[config.mk]
export PLATFORM = sky130hd
export DESIGN_NAME = sc_gray_fifo
export DESIGN_NICKNAME = d
export VERILOG_FILES = /design/src/rtl/sc_gray_fifo.sv
export SDC_FILE = /design/constraint.sdc
export NUM_CORES = 1
export LEC_CHECK = 0
export ABC_CLOCK_PERIOD_IN_PS = 4200
export CAP_MARGIN = 40
export CORE_UTILIZATION = 61
export DETAILED_ROUTE_END_ITERATION = 8
export GPL_TIMING_DRIVEN = 0
export PLACE_DENSITY = 0.79
export SYNTH_ARGS = -nofsm -noshare
export SYNTH_HDL_FRONTEND = slang
export SYNTH_SLANG_ARGS = --single-unit
[constraint.sdc]
create_clock -name clock -period 4.2 [get_ports clock]
set_input_delay 0.42 -clock clock [delete_from_list [all_inputs] [get_ports clock]]
set_output_delay 0.42 -clock clock [all_outputs]
set_load 0.01 [all_outputs]
[src/rtl/sc_gray_fifo.sv]
// Single-clock show-ahead FIFO with registered occupancy/flags and Gray-coded
// pointer exports for downstream clock-domain-crossing logic.
module sc_gray_fifo #(
  parameter int LOG_DEPTH          = 5,
  parameter int WIDTH              = 20,
  parameter int NUM_WORDS          = 2**LOG_DEPTH - 1,
  parameter int ALMOST_FULL_VALUE  = 30,
  parameter int ALMOST_EMPTY_VALUE = 2
) (
  input  logic                 clock,
  input  logic                 aclr_n,
  input  logic                 wrreq,
  input  logic [WIDTH-1:0]     data,
  input  logic                 rdreq,
  output logic [WIDTH-1:0]     q,
  output logic                 empty,
  output logic                 full,
  output logic                 almost_empty,
  output logic                 almost_full,
  output logic [LOG_DEPTH-1:0] usedw,
  output logic [LOG_DEPTH-1:0] gray_wr_ptr,
  output logic [LOG_DEPTH-1:0] gray_rd_ptr
);

  localparam int DEPTH = 2**LOG_DEPTH;

  generate
    if (LOG_DEPTH < 3 || LOG_DEPTH > 5 ||
        NUM_WORDS < 1 || NUM_WORDS > DEPTH - 1 ||
        ALMOST_FULL_VALUE < 1 || ALMOST_FULL_VALUE > DEPTH - 1 ||
        ALMOST_EMPTY_VALUE < 1 || ALMOST_EMPTY_VALUE > DEPTH - 1) begin : g_bad_params
      $error("sc_gray_fifo: parameter out of legal range");
    end
  endgenerate

  localparam logic [LOG_DEPTH-1:0] FULL_LEVEL = LOG_DEPTH'(NUM_WORDS);
  localparam logic [LOG_DEPTH-1:0] AF_LEVEL   = LOG_DEPTH'(ALMOST_FULL_VALUE);
  localparam logic [LOG_DEPTH-1:0] AE_LEVEL   = LOG_DEPTH'(ALMOST_EMPTY_VALUE);

  function automatic logic [LOG_DEPTH-1:0] to_gray(input logic [LOG_DEPTH-1:0] bin);
    return bin ^ (bin >> 1);
  endfunction

  logic [LOG_DEPTH-1:0] wptr, rptr, usedw_next;
  logic [LOG_DEPTH-1:0] wr_inc, rd_inc, rd_hold;
  logic                 wr_ok, rd_ok;
  logic [WIDTH-1:0]     mem [DEPTH];

  // Gating uses the registered flags, so a full FIFO drops a write even when
  // a read is accepted in the same cycle.
  assign wr_ok   = wrreq & ~full;
  assign rd_ok   = rdreq & ~empty;
  assign wr_inc  = {{(LOG_DEPTH-1){1'b0}}, wr_ok};
  assign rd_inc  = {{(LOG_DEPTH-1){1'b0}}, rd_ok};
  assign rd_hold = {{(LOG_DEPTH-1){1'b0}}, ~rd_ok};

  // Four-input adder: wptr + ~rptr + wr_ok + ~rd_ok == wptr - rptr + wr_ok - rd_ok.
  assign usedw_next = wptr + ~rptr + wr_inc + rd_hold;

  // NOTE: flags are derived from usedw_next rather than usedw so that the
  // registered flags and the registered count always describe the same cycle.
  always_ff @(posedge clock or negedge aclr_n) begin
    if (!aclr_n) begin
      wptr         <= '0;
      rptr         <= '0;
      usedw        <= '0;
      empty        <= 1'b1;
      full         <= 1'b0;
      almost_empty <= 1'b1;
      almost_full  <= 1'b0;
      gray_wr_ptr  <= '0;
      gray_rd_ptr  <= '0;
    end else begin
      wptr         <= wptr + wr_inc;
      rptr         <= rptr + rd_inc;
      usedw        <= usedw_next;
      empty        <= (usedw_next == '0);
      full         <= (usedw_next == FULL_LEVEL);
      almost_empty <= (usedw_next < AE_LEVEL);
      almost_full  <= (usedw_next >= AF_LEVEL);
      gray_wr_ptr  <= to_gray(wptr);
      gray_rd_ptr  <= to_gray(rptr);
    end
  end

  // NOTE: the storage array has no reset so it maps onto distributed RAM;
  // clearing the pointers is enough to discard its contents logically.
  always_ff @(posedge clock) begin
    if (wr_ok) mem[wptr] <= data;
  end

  assign q = mem[rptr];

endmodule

==> results.yml <==
sta:
  worstMarginPinSlew_ps: 965
  whs_ps: 249
  slew_violations: 0
  hold_viol: 0
  period_needed_ps: 4170
  post-route-period-util_pct: 99.4
  relSlewSlack_pct: 35.5
  rsz0062_at_grt: "false"
  finalClockSkew_ps: 20.1
  max_freq_mhz: 240
  fin_ws_ps: 25.6
  setup_viol: 0
  final.setup.tns_ps: 0
placed_design:
  detailed_place_hpwl_microns: 36900
  gp_congestion: 0.802
  pre_cts_ws_ps: 506
  io_buffers: 62
clock_tree:
  ctsHoldBuffers: 0
  cts_buffers: 66
  htree_levels: 3
  path_clk_slew_ps: 60
  clk_latency_ps: 600
  clock_path_buffers: 3
  post-cts-setup-buffers: 0
  clock_tree.root_cell: "clkbuf_16"
  clock_sinks: 669
  tritoncts: "built"
logic_synthesis:
  synthMuxAreaShare_pct: 13.9
  ys.warnings.count: 0
  synth_xor_area_share_pct: 0.445
  synth_compound_area_share_pct: 3.16
  synth_top_family_by_area: "multiplexers"
  syn_inst: 1152
  async_flop_share_pct: 4.33
  avgSynthCellArea_sq_um: 22.2
  synth-edff-count: 640
  synth_ff_type: "edfxtp_1"
  ys_ff_latch: 669
  synthesis.nets: 1201
  netlist_area_sq_um: 25600
  post_synth_num_cell_types: 38
  ys_seq_area_share_pct: 77.9
  yosys.area_share.simple_pct: 1.96
  synthAdderAreaFrac_pct: 1.28
critical_path:
  cp_data_required_time_ps: 3780
  cp_slowest_stage_delay_ps: 710
  critPathCaptureType: "primary output"
  arrival_ps: 3750
  path_class: "reg2out"
  critPathMaxFanout: 10
  cp_slowest_cell: "clkbuf_1"
  worstPathCellList: "buf_4, buf_2, clkbuf_1, mux4_2, a22oi_1, nand3_1, clkdlybuf4s50_1"
  path_delay_family: "buffers and inverters"
  rr_endpoint: "almost_full"
  cp.buffers_inverters: 4
  reg2regPathDepth: 12
  start_kind: "register"
  rrSetupSlack_ps: 580
  reg2reg_from: "rptr[0]"
floorplanning:
  die_y_microns: 207
  die_area_sq_um: 42800
  die_w_microns: 207
  io_pins: 63
  num_rows: 74
  core_region_area_sq_um: 41100
  start_util_pct: 62.3
final_layout:
  drive_gt1_share_pct: 25.6
  fillCellCount: 2257
  fin_nets: 1378
  seq_area_sq_um: 19900
  finish.utilization_pct: 72.2
  synthToLayoutAreaGrowth_pct: 16.0
  multi_input_area_sq_um: 5450
  diodes: 0
pwr:
  p_seq_share_pct: 40.0
  p_clk_share_pct: 26.7
  power_uw: 20100
  internal-power_uw: 13800
  switching_share_pct: 31.6
  p_per_area_nw_per_um2: 678
  power.switching_uw: 6360
  p_comb_share_pct: 33.4
  p_leak_uw: 0.00966
  peakVddDrop_mv: 0.366
route:
  top_layer_used: "met4"
  wl_met1_microns: 22300
  routed_wl_microns: 61700
  wl_met2_microns: 30800
  first_pass_iters: 7
  vias: 12955
  vias_per_cell: 6.81
  wl_met3_microns: 6000
  drt_iter0_drc: 1636
  ant_nets: 0
  drc: 0
  wl_per_cell_microns: 32.5
min_path:
  hold_class: "in2async"
global_route:
  antenna_found_initial: 0
  grt-ovfl-total: 0
  grt_pass1_wl_microns: 89700
  grtUsageTotal_pct: 30.3
  grt_start_max_net_pins: 33
  grt_pass1_vias: 13538
outcome:
  run_status: "complete, no violations"
job:
  maxCapViolations: 0
==> worst max path at each step <==
stage	from	to	slack (ps)	depth (start not counted)
6_report	rptr[1]	q[4]	30	7
5_1_grt	rptr[3]	q[5]	3	7
4_1_cts	rptr[1]	q[15]	50	7
3_5_place_dp	rptr[1]	q[0]	510	7
3_3_place_gp	wrreq	mem[12][6]	190	4
2_1_floorplan	rptr[0]	almost_empty	1160	12
==> sequential cells by signal, indices dropped and copies added (netlist names) <==
| name | flops |
|---|---|
| almost_empty | 1 |
| gray_rd_ptr | 5 |
| empty | 1 |
| rptr | 5 |
| wptr | 5 |
| full | 1 |
| almost_full | 1 |
| mem | 640 |
| usedw | 5 |
| gray_wr_ptr | 5 |
==> power groups by stage <==
stage	clock [uW]	sequential, uW	combinational (uW)
2_1_floorplan	0	8160	3940
3_3_place_gp	0	8170	6190
3_5_place_dp	0	8170	6530
4_1_cts	5390	8050	6700
5_1_grt	5640	8080	7060
6_report	5370	8050	6720
==> Yosys cell counts (9+ instances only) <==
cell type / count / area (sq um)
ha_1: 23 / 288
buf_2: 11 / 55.1
nand3_1: 25 / 125
a22o_1: 15 / 131
a22oi_1: 55 / 413
nor2_1: 38 / 143
a221oi_2: 13 / 195
buf_4: 9 / 67.6
clkbuf_1: 21 / 78.8
edfxtp_1: 640 / 19200
mux4_2: 140 / 3150
mux2i_1: 40 / 400
dfrtp_1: 27 / 676
inv_1: 9 / 33.8
nand2_1: 17 / 63.8
==> per-stage QoR <==
stage	cell area, sq um	cells
5_1_grt	29700	1901
6_report	29700	1901
2_1_floorplan	25600	1152
4_1_cts	29700	1901
3_5_place_dp	27800	1793
3_3_place_gp	26900	1746
==> timing repair <==
item                       4_1_cts  5_1_grt
hold endpoints to repair         0        0
gates cloned                     0        0
setup endpoints to repair        9        4
gates resized for setup          3        6
==> cells in the final DEF (no fill, tap or decap), types with 7 or more instances in the layout <==
cell,count
buf_4,9
edfxtp_1,640
a22o_1,15
buf_2,11
ha_1,23
clkdlybuf4s50_1,62
mux2i_1,40
nor2_2,23
nand3_1,25
buf_8,41
a22oi_1,55
a221oi_2,13
xnor2_1,7
clkbuf_1,30
dfrtp_1,27
clkbuf_16,69
clkinv_2,10
nor2_4,12
buf_6,9
mux4_2,140
nand2_1,17
inv_1,9
a21oi_1,7
clkinv_1,14
==> cell type report <==
| class | count | share of cell area [%] |
|---|---|---|
| Multi-Input combinational cell | 419 | 18.4 |
| Sequential cell | 669 | 67.2 |
| Clock buffer | 82 | 6.01 |
| Inverter | 9 | 0.114 |
| Timing Repair Buffer | 109 | 4.60 |
| Clock inverter | 26 | 0.405 |
| Buffer | 55 | 1.08 |
| Tap cell | 532 | 2.24 |
==> layer usage <==
layer | vias up | GRT usage [%]
li1 | 5192 | -
met1 | 6702 | 40.5
met2 | 891 | 49.2
met3 | 170 | 5.68
met4 | 0 | 13.6
met5 | - | 0
==> logic make-up (layout without fill, tap and decap cells) <==
logic type | after synthesis | after routing
flops | 669 | 669
mux | 180 | 180
simple gates | 107 | 107
compound gates | 94 | 94
buf+inv | 64 | 281
fa+ha+maj | 25 | 25
xor+xnor | 13 | 13
Power figures use the tool's default switching activity.
